[src/rtl/key_typematic_array.sv]
// N-channel pushbutton front end: 2-flop synchronizer, debouncer, press/release
// edges and typematic auto-repeat with a slow phase that accelerates to a fast phase.
//
// state   | meaning
// ST_IDLE | not repeating (key up, repeat disabled, or waiting for a press)
// ST_WAIT | press seen, timing the initial HOLD delay before the first repeat
// ST_SLOW | repeating every REPEAT cycles, counting repeats towards ACCEL_AFTER
// ST_FAST | repeating every FAST_REPEAT cycles until release
module key_typematic_array #(
    parameter int N           = 4,
    parameter int DEBOUNCE    = 65536,
    parameter int HOLD        = 25000000,
    parameter int REPEAT      = 5000000,
    parameter int FAST_REPEAT = 1000000,
    parameter int ACCEL_AFTER = 10
) (
    input  logic         clk,
    input  logic         reset,
    input  logic [N-1:0] key_n,
    input  logic [N-1:0] rpt_en,
    output logic [N-1:0] level,
    output logic [N-1:0] press,
    output logic [N-1:0] rel,
    output logic [N-1:0] rpt,
    output logic [N-1:0] pulse,
    output logic         any_pulse
);
    localparam int MAX_DH = (DEBOUNCE > HOLD) ? DEBOUNCE : HOLD;
    localparam int MAX_RF = (REPEAT > FAST_REPEAT) ? REPEAT : FAST_REPEAT;
    localparam int MAX_T  = (MAX_DH > MAX_RF) ? MAX_DH : MAX_RF;
    localparam int CW     = $clog2(MAX_T);
    localparam int RW_RAW = $clog2(ACCEL_AFTER + 1);
    localparam int RW     = (RW_RAW < 1) ? 1 : RW_RAW;

    // Repeat timers are down-counters: loaded with (period - 1) and firing at zero.
    // HOLD loads one less because the load happens in the press cycle itself.
    localparam logic [CW-1:0] DB_TC   = CW'(DEBOUNCE - 1);
    localparam logic [CW-1:0] HOLD_LD = CW'(HOLD - 2);
    localparam logic [CW-1:0] SLOW_LD = CW'(REPEAT - 1);
    localparam logic [CW-1:0] FAST_LD = CW'(FAST_REPEAT - 1);
    localparam logic [RW-1:0] ACC_MAX = RW'(ACCEL_AFTER);
    localparam bit            ACC_ON  = (ACCEL_AFTER != 0);

    localparam logic [1:0] ST_IDLE = 2'd0;
    localparam logic [1:0] ST_WAIT = 2'd1;
    localparam logic [1:0] ST_SLOW = 2'd2;
    localparam logic [1:0] ST_FAST = 2'd3;

    for (genvar i = 0; i < N; i++) begin : g_ch
        logic          s0, s1, lvl, lvl_d, prs, rls, rp, en_d;
        logic [CW-1:0] db_cnt, tm_cnt;
        logic [RW-1:0] rcnt, rcnt_inc;
        logic [1:0]    st;
        logic          go_fast;

        assign rcnt_inc = (rcnt == ACC_MAX) ? rcnt : rcnt + 1'b1;
        assign go_fast  = ACC_ON && (rcnt_inc == ACC_MAX);

        always_ff @(posedge clk) begin
            if (reset) begin
                s0     <= 1'b0;
                s1     <= 1'b0;
                lvl    <= 1'b0;
                lvl_d  <= 1'b0;
                prs    <= 1'b0;
                rls    <= 1'b0;
                en_d   <= 1'b0;
                db_cnt <= '0;
            end else begin
                s0 <= ~key_n[i];
                s1 <= s0;
                if (s1 == lvl) begin
                    db_cnt <= '0;
                end else if (db_cnt == DB_TC) begin
                    lvl    <= ~lvl;
                    db_cnt <= '0;
                end else begin
                    db_cnt <= db_cnt + 1'b1;
                end
                lvl_d <= lvl;
                prs   <= lvl & ~lvl_d;
                rls   <= ~lvl & lvl_d;
                en_d  <= rpt_en[i];
            end
        end

        always_ff @(posedge clk) begin
            if (reset) begin
                st     <= ST_IDLE;
                tm_cnt <= '0;
                rcnt   <= '0;
                rp     <= 1'b0;
            end else begin
                rp <= 1'b0;
                if (!lvl || !rpt_en[i]) begin
                    st     <= ST_IDLE;
                    tm_cnt <= '0;
                    rcnt   <= '0;
                end else if (prs || !en_d) begin
                    // fresh press, or repeat re-enabled while held: full HOLD again
                    st     <= ST_WAIT;
                    tm_cnt <= HOLD_LD;
                    rcnt   <= '0;
                end else begin
                    case (st)
                        ST_IDLE: st <= ST_IDLE;
                        ST_WAIT, ST_SLOW: begin
                            if (tm_cnt == '0) begin
                                rp   <= 1'b1;
                                rcnt <= rcnt_inc;
                                if (go_fast) begin
                                    st     <= ST_FAST;
                                    tm_cnt <= FAST_LD;
                                end else begin
                                    st     <= ST_SLOW;
                                    tm_cnt <= SLOW_LD;
                                end
                            end else begin
                                tm_cnt <= tm_cnt - 1'b1;
                            end
                        end
                        ST_FAST: begin
                            if (tm_cnt == '0) begin
                                rp     <= 1'b1;
                                tm_cnt <= FAST_LD;
                            end else begin
                                tm_cnt <= tm_cnt - 1'b1;
                            end
                        end
                        default: st <= ST_IDLE;
                    endcase
                end
            end
        end

        assign level[i] = lvl;
        assign press[i] = prs;
        assign rel[i]   = rls;
        assign rpt[i]   = rp;
    end

    assign pulse     = press | rpt;
    assign any_pulse = |pulse;

endmodule

[config.mk]
export PLATFORM = sky130hd
export DESIGN_NAME = key_typematic_array
export DESIGN_NICKNAME = d
export VERILOG_FILES = /design/src/rtl/key_typematic_array.sv
export SDC_FILE = /design/constraint.sdc
export NUM_CORES = 1
export LEC_CHECK = 0
export BUFFER_PORTS_ARGS = -buffer_cell sky130_fd_sc_hd__buf_2
export CAP_MARGIN = 40
export CORE_ASPECT_RATIO = 0.5
export CORE_MARGIN = 4
export CORE_UTILIZATION = 60
export CTS_CLUSTER_SIZE = 24
export DETAILED_ROUTE_END_ITERATION = 6
export PLACE_DENSITY_LB_ADDON = 0.12
export SYNTH_ARGS = -nofsm -noshare
export SYNTH_HDL_FRONTEND = slang
export SYNTH_SLANG_ARGS = --single-unit
[constraint.sdc]
create_clock -name clk -period 3.3 [get_ports clk]
set_clock_uncertainty 0.1 [all_clocks]
set_input_delay 0.165 -clock clk [delete_from_list [all_inputs] [get_ports clk]]
set_output_delay 0.165 -clock clk [all_outputs]
set_load 0.03 [all_outputs]
==> metrics list <==
- In the synthesized netlist the dominant register cell turns out to be sky130_fd_sc_hd__dfxtp_1.
- Wire length reported by the detailed router: about 27 mm
- Port Buf Inserts: 30
* Final Hold Violating Endpoints: 0
* Worst slack after detailed placement: 0.464 ns
- Worst Path Max Fanout: 7
- For this run, design rule violations remaining after detail routing come to 0.
* Antenna-violating nets left: 0
* End of the worst register-to-register path: g_ch[2].tm_cnt[17]
* Number of global-route vias before repair: 10055
- Slew Limit Headroom: 40.8%
- After floorplanning, the core was divided into 36 placement rows.
* Hold_ws: 0.246 ns
* Setup slack of the most critical reg-to-reg path: approximately 0.44 ns
- Clock-pin slew of the registers on the worst-case setup and hold paths: around 0.070 ns
* Syn. warnings: 0
* P per Cell Area: 440 nW/um^2
- The worst path in the final design needs a cycle of 2.86 ns, including I/O delays and setup.
- The first global-routing pass estimated between 40 and 50 mm of wire.
- Cells traversed along the worst timing path: or4_4, or4_1, nor3_2, nor3b_2, a31oi_1, o211a_1
- Once the clock tree was built, the setup fixing pass inserted 0 buffers.
* Detailed-route wire length per cell: 15.2 um
* Clock latency on the worst-skew pair: 0.51 ns
- In this run the static leakage power is roughly 5.0 nW.
- Chip width: approximately 210 um
- TritonCTS built the clock tree.
- Antenna cell count: 0
- Required time worst endpoint: 3.61 ns
- Counting every sink on the clock net gives ~260.
* Count of vias placed by the detailed router: 10227
* Final Total Pwr: approximately 5.9 mW
* Core box area: approximately 20000 um^2
* Final count of negative-setup-slack endpoints: 0
- P&R area growth vs syn: 9.56%
* Unrepaired setup endpoints after global routing: no
- From bottom edge to top edge, the die measures 109 um.
* Adder-cell area share of the yosys netlist: about 3.3%
- Measured against the total synthesized area, the mux share comes to less than 1%.
- Num ports: 31
- Largest stage delay on the critical path: 0.61 ns
* Maximum capacitance violations: 0
- Type of the tightest min-delay check: in -> reg
* CP top delay family: simple AND/OR/NAND/NOR gates
- Buf/Inv on CP: 0
- Count of different cell masters after synthesis: 64
* Critical path launch point type: register
- Final TNS setup: 0 ns
- Largest buffer count on any clock path: 3
- The first detailed-routing pass ran for 5 iterations.
* Logic depth of the worst register-to-register path: 6
- Initial antenna violation count: 0
* Status: completed
- After synthesis, the largest family of logic cells by area is simple AND/OR/NAND/NOR gates.
- Total die area: 22800 um^2
- Once layout is complete, the utilization of the core stands at 67.8%.
* Start point of the worst min-delay path: key_n[1]
- Fmax: 349 MHz
- Type of the setup path with the least slack: reg -> reg
* Sequential element share of the synthesized area: a little over two fifths
* Detailed-placement wirelength estimate: about 18 mm
- Slew of the pin with the lowest slew margin: a little under 0.9 ns
* Instance count of the mapped netlist: roughly 1500
* Number of flops mapped to enable cells by yosys: 0
- Cell at the slowest stage of the critical path: sky130_fd_sc_hd__or4_1
- Fraction of the mapped netlist area in compound gates: 11.0%
* Maximum number of pins on one net before global-route repair: 26
- Worst hold path stage count: 3
- Of all flip-flops after synthesis, the portion carrying an async set or reset was 0%.
- Average vias per placed instance: around 5.8
- The first routing iteration left 687 violations.
- Clock buffers created by TritonCTS: 23
* GRT Residual Overflow: 0
- Once routing completed, OpenROAD measured the worst setup slack at 0.436 ns.
- The post-route netlist has under 10% of its cells at a drive strength greater than 1.
- Part of the cycle the worst path needs: 86.8%
* Final Slew Violations: 0
- VDD sags by at most a little under 0.3 mV.
* Final GP Congestion: 0.911
* Reg-to-Reg Start: g_ch[2].tm_cnt[7]
- The worst setup path is captured at a register.
* Post-synthesis share of cell area spent on and, or, nand and nor gates: 28.6%
- For this run, the total global-route usage over all layers was measured as 23.1%.
- CTS HTree Levels: 1
- In this run the cell area of the synthesized design comes to 12200 um^2.
- CTS placed an instance of sky130_fd_sc_hd__clkbuf_16 at the clock tree root.
- Avg Cell Area, Syn: between 8 and 9 um^2
- Destination of the worst hold path: g_ch[1].s0
* Crit path arrival time: 3.17 ns
* Layout Nets: 1512
- Synthesis produced a netlist with a net count of roughly 1500.
* Number of synthesized register bits: 256
- Starting density of the core: 61.9%
* Xor and xnor fraction of the mapped netlist area: a little over a tenth
worst reg2reg max path, stage by stage, from the launching register on:
cell                      delay, ns
sky130_fd_sc_hd__dfxtp_1       0.34
sky130_fd_sc_hd__or4_4         0.58
sky130_fd_sc_hd__or4_1         0.61
sky130_fd_sc_hd__nor3_2        0.44
sky130_fd_sc_hd__nor3b_2       0.40
sky130_fd_sc_hd__a31oi_1       0.07
sky130_fd_sc_hd__o211a_1       0.21
cells in the final DEF, fill, tap and decap left out, drive strengths merged, types with 4 or more instances in the layout:
| cell | n |
|---|---|
| inv | 38 |
| nor3 | 60 |
| a211oi | 17 |
| o22ai | 5 |
| and2 | 10 |
| or2 | 11 |
| dfxtp | 256 |
| dlygate4sd3 | 12 |
| nor3b | 8 |
| nor4 | 39 |
| and4 | 9 |
| nand2b | 13 |
| or3 | 25 |
| and3 | 22 |
| o21a | 5 |
| a311oi | 4 |
| a21oi | 94 |
| nand3b | 6 |
| or4 | 25 |
| o31ai | 4 |
| a211o | 4 |
| clkbuf | 31 |
| a31oi | 19 |
| nor2b | 25 |
| o21ai | 45 |
| nand2 | 91 |
| nand3 | 75 |
| ha | 32 |
| clkinv | 7 |
| nor4b | 7 |
| xor2 | 74 |
| buf | 48 |
| nand4 | 28 |
| mux2i | 10 |
| o211ai | 4 |
| xnor2 | 72 |
| nor2 | 216 |
metrics by stage:
| step | instance area [um^2] | instances |
|---|---|---|
| 6_report | 13300 | 1751 |
| 5_1_grt | 13300 | 1751 |
| 4_1_cts | 13300 | 1751 |
| 3_5_place_dp | 12500 | 1699 |
| 3_3_place_gp | 12500 | 1699 |
| 2_1_floorplan | 12200 | 1453 |
synth_stat cells (all sizes together) (28+ instances only):
cell    instances  area (um^2)
a21oi          94          470
clkbuf         50          188
dfxtp         256         5120
ha             32          400
inv            38          143
nand2          91          342
nand3          75          375
nand4          28          175
nor2          216          813
nor3           60          305
nor4           39          256
o21ai          45          225
xnor2          72          631
xor2           74          648
logic make-up after synthesis:
logic type      after synthesis
simple gates                680
flops                       256
compound gates              223
xor+xnor                    146
buf+inv                     106
fa+ha+maj                    32
mux                          10
worst max path at each step:
| stage | depth (start not counted) | slack (ns) | to | from |
|---|---|---|---|---|
| finish | 6 | 0.44 | g_ch[2].tm_cnt[17] | g_ch[2].tm_cnt[7] |
| global route | 6 | 0.24 | g_ch[2].tm_cnt[22] | g_ch[2].tm_cnt[7] |
| CTS | 6 | 0.45 | g_ch[2].tm_cnt[17] | g_ch[2].tm_cnt[7] |
| detailed placement | 6 | 0.46 | g_ch[2].tm_cnt[17] | g_ch[2].tm_cnt[7] |
| global placement | 6 | 0.55 | g_ch[2].tm_cnt[17] | g_ch[2].tm_cnt[7] |
| floorplan | 6 | 0.65 | g_ch[2].tm_cnt[23] | g_ch[2].tm_cnt[7] |
power breakdown:
| group | switching (mW) | total, mW | internal, mW |
|---|---|---|---|
| registers | 0.00473 | 3.10 | 3.10 |
| logic | 0.0658 | 0.109 | 0.0430 |
| clock network | 1.16 | 2.66 | 1.49 |
| total | 1.24 | 5.87 | 4.63 |
registers in the layout (all words and copies together), names as in the netlist:
register,count
g_ch.s0,4
g_ch.en_d,4
g_ch.rp,4
g_ch.st,8
g_ch.rcnt,16
g_ch.db_cnt,100
g_ch.prs,4
g_ch.lvl,4
g_ch.tm_cnt,100
g_ch.rls,4
g_ch.lvl_d,4
g_ch.s1,4
area by class of cell:
| class | count | area [um^2] |
|---|---|---|
| multi-input cells | 1091 | 6600 |
| fillers | 1588 | 6340 |
| flip-flops and latches | 256 | 5120 |
| clock buffers | 31 | 666 |
| repair buffers | 60 | 405 |
| well taps | 266 | 333 |
| inverters | 38 | 143 |
| clock inverters | 9 | 72.6 |
per-layer routing:
layer	wire length [um]	share of wire (%)	global-route usage, %
met2	12500	47	40.8
met1	12200	46	29.3
met5	0	0	0
met3	1380	5.2	4.46
met4	568	2.1	6.79
timing repair:
action / in CTS / in global routing
hold buffers: 12 / 0
hold endpoints to repair: 16 / 0
resized for setup: 0 / 0
No activity file was read; power rests on OpenSTA's default activity.
